===== src/rtl/led_pattern_pkg.sv =====
// rtl/led_pattern_pkg.sv - shared types and helpers for the LED pattern generator
//
// Contents:
//   SPEED_W  width of the speed select input
//   mode_t   pattern select encoding (UP, DOWN, SCAN, GRAY)
//   gray_of  binary-to-Gray conversion, 32 bits wide; callers truncate
package led_pattern_pkg;

    localparam int SPEED_W = 3;

    typedef enum logic [1:0] {
        MODE_UP   = 2'd0,
        MODE_DOWN = 2'd1,
        MODE_SCAN = 2'd2,
        MODE_GRAY = 2'd3
    } mode_t;

    function automatic logic [31:0] gray_of(input logic [31:0] cnt);
        return cnt ^ (cnt >> 1);
    endfunction

endpackage


===== src/rtl/led_tick_prescaler.sv =====
// rtl/led_tick_prescaler.sv - tick divider with pause, single-step and mode-change clear
//
// Ports:
//   clk          system clock, rising edge
//   rst_n        asynchronous active-low reset
//   speed        tick period select, period = 2^(BASE_SHIFT+speed) cycles
//   pause        1 = hold the divider; advances then come only from step edges
//   step         synchronous step request, rising edge advances while paused
//   mode_change  pattern mode is being reloaded this cycle; clears the divider
//   adv          one-cycle advance request (combinational, consumed on next edge)
module led_tick_prescaler
    import led_pattern_pkg::*;
#(
    parameter int PRESCALE_W = 28,
    parameter int BASE_SHIFT = 18
) (
    input  logic               clk,
    input  logic               rst_n,
    input  logic [SPEED_W-1:0] speed,
    input  logic               pause,
    input  logic               step,
    input  logic               mode_change,
    output logic               adv
);

    localparam logic [PRESCALE_W-1:0] DIV_ONE = PRESCALE_W'(1);

    logic [PRESCALE_W-1:0] div_cnt;
    logic [PRESCALE_W-1:0] div_term;
    logic                  div_hit;
    logic                  step_q;
    logic                  step_edge;

    // Terminal value follows speed every cycle. If speed drops below the
    // current count, the equality never matches until div_cnt rolls over
    // through all-ones, which is the intended behaviour (no forced clear).
    always_comb begin
        div_term  = (DIV_ONE << (BASE_SHIFT + int'(speed))) - DIV_ONE;
        div_hit   = (div_cnt == div_term);
        step_edge = step & ~step_q;
        // A mode reload swallows any coincident advance.
        adv       = ~mode_change & (pause ? step_edge : div_hit);
    end

    always_ff @(posedge clk or negedge rst_n) begin
        if (!rst_n) begin
            div_cnt <= '0;
            step_q  <= 1'b0;
        end else begin
            step_q <= step;
            if (mode_change) begin
                div_cnt <= '0;
            end else if (!pause) begin
                div_cnt <= div_hit ? '0 : div_cnt + DIV_ONE;
            end
        end
    end

endmodule


===== src/rtl/led_pattern_gen.sv =====
// rtl/led_pattern_gen.sv - selectable LED pattern generator with pause/step and wrap pulse
//
// Optional feature macro: LED_PATTERN_PWM_EN (adds brightness input and PWM dimming)
//
// Ports:
//   CLOCK_50    system clock, rising edge
//   RESET_n     asynchronous active-low reset
//   mode        pattern select: 0 UP, 1 DOWN, 2 SCAN, 3 GRAY
//   speed       tick period = 2^(BASE_SHIFT+speed) cycles
//   pause       1 = hold pattern and divider
//   step        synchronous; rising edge advances one step while paused
//   brightness  (LED_PATTERN_PWM_EN only) 4-bit duty, on when pwm_cnt <= brightness
//   leds        registered pattern output
//   tick        one-cycle pulse with each leds update
//   wrap        one-cycle pulse with the leds value completing a pattern cycle
module led_pattern_gen
    import led_pattern_pkg::*;
#(
    parameter int LED_W      = 10,
    parameter int PRESCALE_W = 28,
    parameter int BASE_SHIFT = 18
) (
    input  logic               CLOCK_50,
    input  logic               RESET_n,
    input  logic [1:0]         mode,
    input  logic [SPEED_W-1:0] speed,
    input  logic               pause,
    input  logic               step,
`ifdef LED_PATTERN_PWM_EN
    input  logic [3:0]         brightness,
`endif
    output logic [LED_W-1:0]   leds,
    output logic               tick,
    output logic               wrap
);

    localparam int               POS_W    = $clog2(LED_W);
    localparam logic [LED_W-1:0] CNT_ONE  = LED_W'(1);
    localparam logic [POS_W-1:0] POS_ONE  = POS_W'(1);
    localparam logic [POS_W-1:0] POS_LAST = POS_W'(LED_W - 1);

    mode_t             mode_in;
    mode_t             mode_q;
    mode_t             nxt_mode;
    logic              mode_change;
    logic              adv;

    logic [LED_W-1:0]  cnt;
    logic [POS_W-1:0]  pos;
    logic              dir_down;

    logic [LED_W-1:0]  nxt_cnt;
    logic [POS_W-1:0]  nxt_pos;
    logic              nxt_dir_down;
    logic              nxt_tick;
    logic              nxt_wrap;
    logic [LED_W-1:0]  nxt_pat;

    assign mode_in     = mode_t'(mode);
    assign mode_change = (mode_in != mode_q);

    led_tick_prescaler #(
        .PRESCALE_W (PRESCALE_W),
        .BASE_SHIFT (BASE_SHIFT)
    ) u_prescaler (
        .clk         (CLOCK_50),
        .rst_n       (RESET_n),
        .speed       (speed),
        .pause       (pause),
        .step        (step),
        .mode_change (mode_change),
        .adv         (adv)
    );

    // Next pattern state. A mode change reloads the state for the incoming
    // mode and always produces a tick without wrap.
    always_comb begin
        nxt_cnt      = cnt;
        nxt_pos      = pos;
        nxt_dir_down = dir_down;
        nxt_tick     = 1'b0;
        nxt_wrap     = 1'b0;
        nxt_mode     = mode_change ? mode_in : mode_q;

        if (mode_change) begin
            nxt_cnt      = (mode_in == MODE_DOWN) ? '1 : '0;
            nxt_pos      = '0;
            nxt_dir_down = 1'b0;
            nxt_tick     = 1'b1;
        end else if (adv) begin
            nxt_tick = 1'b1;
            case (mode_q)
                MODE_UP, MODE_GRAY: begin
                    nxt_cnt  = cnt + CNT_ONE;
                    nxt_wrap = (nxt_cnt == '0);
                end
                MODE_DOWN: begin
                    nxt_cnt  = cnt - CNT_ONE;
                    nxt_wrap = (nxt_cnt == '1);
                end
                MODE_SCAN: begin
                    nxt_pos = dir_down ? pos - POS_ONE : pos + POS_ONE;
                    // Reverse on arrival at an end so the end value is not repeated.
                    if (nxt_pos == POS_LAST) begin
                        nxt_dir_down = 1'b1;
                    end else if (nxt_pos == '0) begin
                        nxt_dir_down = 1'b0;
                    end
                    nxt_wrap = (nxt_pos == '0);
                end
                default: begin
                    nxt_cnt = cnt;
                end
            endcase
        end

        case (nxt_mode)
            MODE_GRAY: nxt_pat = LED_W'(gray_of(32'(nxt_cnt)));
            MODE_SCAN: nxt_pat = CNT_ONE << nxt_pos;
            default:   nxt_pat = nxt_cnt;
        endcase
    end

`ifdef LED_PATTERN_PWM_EN
    logic [3:0] pwm_cnt;
    logic       pwm_on;

    assign pwm_on = (pwm_cnt <= brightness);

    always_ff @(posedge CLOCK_50 or negedge RESET_n) begin
        if (!RESET_n) begin
            pwm_cnt <= 4'd0;
        end else begin
            pwm_cnt <= pwm_cnt + 4'd1;
        end
    end
`endif

    always_ff @(posedge CLOCK_50 or negedge RESET_n) begin
        if (!RESET_n) begin
            mode_q   <= MODE_UP;
            cnt      <= '0;
            pos      <= '0;
            dir_down <= 1'b0;
            leds     <= '0;
            tick     <= 1'b0;
            wrap     <= 1'b0;
        end else begin
            mode_q   <= nxt_mode;
            cnt      <= nxt_cnt;
            pos      <= nxt_pos;
            dir_down <= nxt_dir_down;
            tick     <= nxt_tick;
            wrap     <= nxt_wrap;
`ifdef LED_PATTERN_PWM_EN
            leds     <= nxt_pat & {LED_W{pwm_on}};
`else
            leds     <= nxt_pat;
`endif
        end
    end

endmodule


===== config.mk =====
export PLATFORM = sky130hd
export DESIGN_NAME = led_pattern_gen
export DESIGN_NICKNAME = d
export VERILOG_FILES = /design/src/rtl/led_pattern_pkg.sv /design/src/rtl/led_tick_prescaler.sv /design/src/rtl/led_pattern_gen.sv
export SDC_FILE = /design/constraint.sdc
export NUM_CORES = 1
export LEC_CHECK = 0
export CAP_MARGIN = 10
export CORE_MARGIN = 3
export CORE_UTILIZATION = 55
export CTS_CLUSTER_SIZE = 20
export DETAILED_ROUTE_END_ITERATION = 12
export HOLD_SLACK_MARGIN = 0.02
export MAX_ROUTING_LAYER = met4
export PLACE_DENSITY_LB_ADDON = 0.25
export SLEW_MARGIN = 30
export SYNTH_ARGS = -nofsm -noshare
export SYNTH_HDL_FRONTEND = slang
export SYNTH_SLANG_ARGS = --single-unit

===== constraint.sdc =====
create_clock -name CLOCK_50 -period 2.95 [get_ports CLOCK_50]
set_clock_uncertainty 0.15 [all_clocks]
set_input_delay 0.4425 -clock CLOCK_50 [delete_from_list [all_inputs] [get_ports CLOCK_50]]
set_output_delay 0.4425 -clock CLOCK_50 [all_outputs]
set_load 0.005 [all_outputs]

==> results of run 1 <==
## Yosys cell counts, drive strengths merged (14+ instances only)
cell type | number | area share [%]
a21oi | 31 | 4.0
clkbuf | 24 | 2.1
dfrtp | 58 | 33
ha | 16 | 4.6
inv | 16 | 1.4
mux2i | 14 | 3.2
nand2 | 73 | 6.2
nand3 | 20 | 2.3
nor2 | 51 | 4.4
o21ai | 51 | 5.8
xnor2 | 15 | 3.0
## power by group through the flow
stage	sequential, W	clock [W]	combinational, W
final	0.000868	0.000946	0.000614
after global routing	0.000871	0.000977	0.000657
after CTS	0.000865	0.000945	0.000543
after detailed placement	0.000879	0	0.000519
after global placement	0.000877	0	0.000506
after floorplan	0.000866	0	0.000316
## logic make-up after synthesis
| logic type | share of synthesized area, % |
|---|---|
| DFF | 33.0 |
| xor gates and xnor gates | 4.79 |
| buffers and inverters | 4.36 |
| and+or+nand+nor | 26.2 |
| muxes | 4.73 |
| AOI/OAI and AO/OA | 21.8 |
| adders and majority gates | 5.01 |
## routing by layer
metal	up-vias	track usage (%)	wire length, um
met1	2292	40.1	5650
met5	-	-	0
met4	0	13.5	568
met3	80	5.13	1390
li1	2121	-	-
met2	352	47.3	6630
## critical path, cell delays in order
cell      delay, ps
buf_12          100
inv_12           30
ha_4            250
buf_4           150
nor4_2          300
o211ai_1        190
buf_4           200
a211oi_4        310
buf_4           190
a21o_4          180
mux2i_2         260
a21oi_2         120
mux2_4          310
o221ai_2        120
## state kept, by name, indices dropped and copies added, names as in the netlist
name                 count
wrap                     1
tick                     1
u_prescaler.step_q       1
dir_down                 1
leds                    10
mode_q                   2
pos                      4
cnt                     10
u_prescaler.div_cnt     28
## repair_timing
| action | 4_1_cts | 5_1_grt |
|---|---|---|
| endpoints found under the setup margin | 53 | 38 |
| pin swaps | 17 | 27 |
| hold buffers | 1 | 0 |
| resized for setup | 23 | 43 |
| hold endpoints to repair | 15 | 0 |
| cloned | 0 | 2 |
| buffers inserted | 9 | 11 |
## path summary, 6_finish.rpt
path,start,to,slack (ps),depth (start not counted)
worst max-delay path,speed[2],leds[8],-120,14
worst min-delay path,u_prescaler.div_cnt[17],u_prescaler.div_cnt[17],350,1
worst max register to register,u_prescaler.div_cnt[19],leds[8],-100,11
worst min register to register,u_prescaler.div_cnt[17],u_prescaler.div_cnt[17],350,1
max in group asynchronous,RESET_n,cnt[4],1550,3
min in group asynchronous,RESET_n,u_prescaler.div_cnt[13],400,2
## through the flow
stage	setup TNS, ps	total power (W)	hold WS (ps)	std cells	setup WS, ps
6_report	-426	0.00243	349	727	-120
2_1_floorplan	-135	0.00118	-3.09	539	-58.4
3_3_place_gp	-30760	0.00138	240	689	-735
3_5_place_dp	-34580	0.00140	246	689	-860
4_1_cts	-31.7	0.00235	349	715	-24.0
5_1_grt	-3030	0.00250	367	727	-188
## final cells by class
type	instances	share of cell area, %
Multi-Input combinational cell	433	51.8
Sequential cell	58	24.6
Timing Repair Buffer	105	15.9
Clock buffer	12	2.63
Tap cell	99	2.10
Clock inverter	4	1.66
Inverter	16	1.27
==> results.ini, run 1 <==
[route]
viasPerCell=6.66
routedWlPerCell_um=19.6
drc_errors=0
wirelength_um=14300
vias=4845
first_pass_iters=8
drtIter0Drc=490
drtAntennaViolNets=0

[layout]
synthToLayoutAreaGrowth_pct=34.1
diodes=0
fill_cells=476
design_area_um2=5890
seqCellArea_um2=1450
layout.cells.most_common_list=75 x buf_4, 73 x nand2_1, 58 x dfrtp_1
drive_gt1_share_pct=25.6
layout_commonest_cell=buf_4
nets=649
utilization_pct=78.7
multi_input_area_um2=3050

[timing]
setup_slack_ps=-120
max_slew_margin_pct=58.5
fin_crit_sh_pct=104
layout_min_cycle_time_ps=3070
slew_viol_final=0
max_freq_mhz=326
setup_viol=9
worst_slew_pin_slew_ps=623
hold_violations=0
rsz0062_at_grt=yes

[cts]
root_buffer=clkbuf_8
cts.sinks=58
ctsLongestPathBuffers=2
cts_tree=built
cts_buffers=9
clkLatencyLatePin_ps=350
htreeDepth=3
path_clk_slew_ps=70

[floorplanning]
initial_core_util_pct=58.7
coreArea_um2=7490
die_h_um=95.4
row_count=31
dieArea_um2=9090
dieWidth_um=95.4
ioPinCount=21

[run_status]
outcome=finished, violations left
violations=setup timing

[global_route]
grt_pass1_vias=4463
grt_antenna_before_repair=0
grt_pass1_wl_um=21300
gr-total-overflow=0
grt_max_degree=27
grt_use_total_pct=30.8

[synthesis]
synth_cells=539
syn_nets=565
ys_ff_latch=58
ys_dominant_reg_cell=dfrtp_1
synthArstFlopShare_pct=100
synth_cell_types=68
syn-cell-area_um2=4390
yosys_warnings=0
syn_area_per_cell_um2=8.15
synth_edf_count=0
yosysSeqAreaShare_pct=33.0

[power_and_ir_drop]
p_leak_nw=2.50
swShare_pct=29.6
power.density_nw_per_um2=412
p_seq_share_pct=35.8
intPower_w=0.00171
pwr-share-clk_pct=39.0
p_comb_share_pct=25.3
ir_worst_vdd_mv=0.336
power.switching_w=0.000719

[placed_design]
hpwlAfterDp_um=8880
portBuffers=20
place_area_um2=5180
gp_congestion=0.994

[worst_setup_path]
cp-end-kind=flop
start_kind=input pin
crit_type=input pin to flop
worst_ep_arrival_time_ps=3180
path_max_fanout=6
worstPathRequired_ps=3060

[hold_path]
hold_class=flop to flop

[flow_run]
drv_cap=0

(Power assumes the default switching activity.)
==> run 2: changes to the inputs <==
--- a/config.mk
+++ b/config.mk
@@ -13,6 +13,7 @@
 export HOLD_SLACK_MARGIN = 0.02
 export MAX_ROUTING_LAYER = met4
 export PLACE_DENSITY_LB_ADDON = 0.25
+export REMOVE_ABC_BUFFERS = 1
 export SLEW_MARGIN = 30
 export SYNTH_ARGS = -nofsm -noshare
 export SYNTH_HDL_FRONTEND = slang
==> run 2 against run 1 <==
Net effect:
- the flow still finishes with violations (setup timing)
- via count down 6.2%
- power decreased by 9.2%
- global-route usage shrank 1.1 points
- maximum frequency grew 3.3%
- non-clock buffer count is 3 higher
- sequential power about the same
- first-iteration DRC count shrank 19%
- final area shrank 2.0%
- clock power shrank 22%
- utilization shrank 1.5 points
- critical path depth down 2
- die area did not move
- largest cell class unchanged
- highest routed layer unchanged
==> results.ini, run 2 (synthesized netlist as in run 1, its figures left out) <==
[worst_setup_path]
rrSetupSlack_ps=90
cp.depth=12
start_kind=input pin
worstPathCellList=buf_8, buf_6, buf_4, ha_1, a22o_1, or3_4, a211oi_4, a21oi_4, or3_4, a21oi_4, mux2i_1, a211o_1
reg2regPathDepth=9
cp-end-kind=flop
worstPathRequired_ps=3030
cp_slowest_cell=or3_4
crit_type=input pin to flop
worst_ep_arrival_time_ps=3050
crit_path_start=speed[1]
cp_top_family=compound AO/OA/AOI/OAI gates
path_buf_inv=3
cp_slowest_stage_delay_ps=410
r2r-end=leds[3]
r2r_start=u_prescaler.div_cnt[24]
path_max_fanout=7

[floorplanning]
dieWidth_um=95.4
die_h_um=95.4
ioPinCount=21
row_count=31
initial_core_util_pct=58.7
coreArea_um2=7490
dieArea_um2=9090

[power_and_ir_drop]
swShare_pct=30.7
p_comb_share_pct=27.1
power.density_nw_per_um2=382
intPower_w=0.00153
p_leak_nw=2.46
pwr-share-clk_pct=33.5
power.switching_w=0.000677
ir_worst_vdd_mv=0.253
p_seq_share_pct=39.4

[timing]
setup_viol=2
setup_slack_ps=-21.0
layout_min_cycle_time_ps=2970
slew_viol_final=0
hold_violations=0
final.setup.tns_ps=-21.1
fin_crit_sh_pct=101
worst_slew_pin_slew_ps=687
rsz0062_at_grt=yes
max_slew_margin_pct=54.2
max_freq_mhz=337

[global_route]
grt_antenna_before_repair=0
gr-total-overflow=0
grt_pass1_wl_um=20500
grt_pass1_vias=4202
grt_max_degree=42
grt_use_total_pct=29.6

[layout]
diodes=0
reg_top3=u_prescaler.div_cnt: 28 flops, cnt: 10 flops, leds: 10 flops
layout_commonest_cell=buf_4
fill_cells=520
drive_gt1_share_pct=26.2
design_area_um2=5770
synthToLayoutAreaGrowth_pct=31.5
layout.cells.most_common_list=80 x buf_4, 72 x nand2_1, 57 x dfrtp_1
largest_register=u_prescaler.div_cnt
nets=652
largest_reg_flops=28

[route]
wirelength_um=12800
drc_errors=0
first_pass_iters=5
drtAntennaViolNets=0
vias=4544
routedWlPerCell_um=17.5
viasPerCell=6.24
drtIter0Drc=395

[cts]
cts_tree=built
cts_buffers=9
path_clk_slew_ps=70
cts.sinks=58
htreeDepth=3
clkLatencyLatePin_ps=340
ctsLongestPathBuffers=2
root_buffer=clkbuf_8

[hold_path]
holdPathStages=1
hold_class=flop to flop
hold_end=u_prescaler.div_cnt[17]
min_from=u_prescaler.div_cnt[17]

[run_status]
violations=setup timing
outcome=finished, violations left

[placed_design]
place_area_um2=5140
hpwlAfterDp_um=8740
portBuffers=20
gp_congestion=0.913

[flow_run]
drv_cap=0

[run 2: area by class of cell]
| class | count | area (um^2) | area share (%) |
|---|---|---|---|
| clock inverter | 3 | 40.0 | 0.694 |
| sequential | 58 | 1450 | 25.2 |
| multi-input combinational | 433 | 3040 | 52.7 |
| clock buffer | 11 | 151 | 2.62 |
| tap | 99 | 124 | 2.15 |
| inverter | 16 | 67.6 | 1.17 |
| timing repair buffer | 108 | 896 | 15.5 |
[run 2: metal layers]
metal	vias up	routed length, um	GRT usage [%]
met5	-	0	-
met4	0	229	10.2
met3	27	952	4.26
met2	218	6110	44.2
met1	2171	5470	41.3
li1	2128	-	-
[run 2: repair_timing]
item	in CTS	in global routing
hold buffers	0	1
endpoints found under the setup margin	55	37
gates resized for setup	48	40
endpoints found under the hold margin	0	39
pin swaps	18	24
cloned	2	0
setup buffers	4	6
[run 2: per-stage QoR]
step	power [W]	utilization [%]	setup slack [ps]	std cells	hold WS, ps
detailed placement	0.00139	68.7	-1030	701	335
CTS	0.00216	74.1	4.48	721	136
global route	0.00230	77.1	-89.9	728	382
floorplan	0.00115	-	-415	507	-3.09
finish	0.00220	77.1	-21.0	728	361
global placement	0.00138	68.7	-889	701	321
[run 2: how the worst max path moves through the flow]
| stage | endpoint |
|---|---|
| 6_report | leds[1] |
| 5_1_grt | leds[1] |
| 4_1_cts | leds[8] |
| 3_5_place_dp | u_prescaler.div_cnt[27] |
| 3_3_place_gp | leds[3] |
| 2_1_floorplan | u_prescaler.div_cnt[25] |
[run 2: worst reg2reg max path, delay by kind of cell (launching register included)]
kind               cells  cell delay (ps)
DFF                    1              410
and+or+nand+nor        4             1140
muxes                  1              270
AOI/OAI and AO/OA      4              800
[run 2: power groups by stage]
stage / Clock (W) / Combinational, W / Sequential [W]
finish: 0.000739 / 0.000597 / 0.000868
global route: 0.000781 / 0.000645 / 0.000870
CTS: 0.000742 / 0.000554 / 0.000865
detailed placement: 0 / 0.000511 / 0.000880
global placement: 0 / 0.000501 / 0.000878
floorplan: 0 / 0.000265 / 0.000881
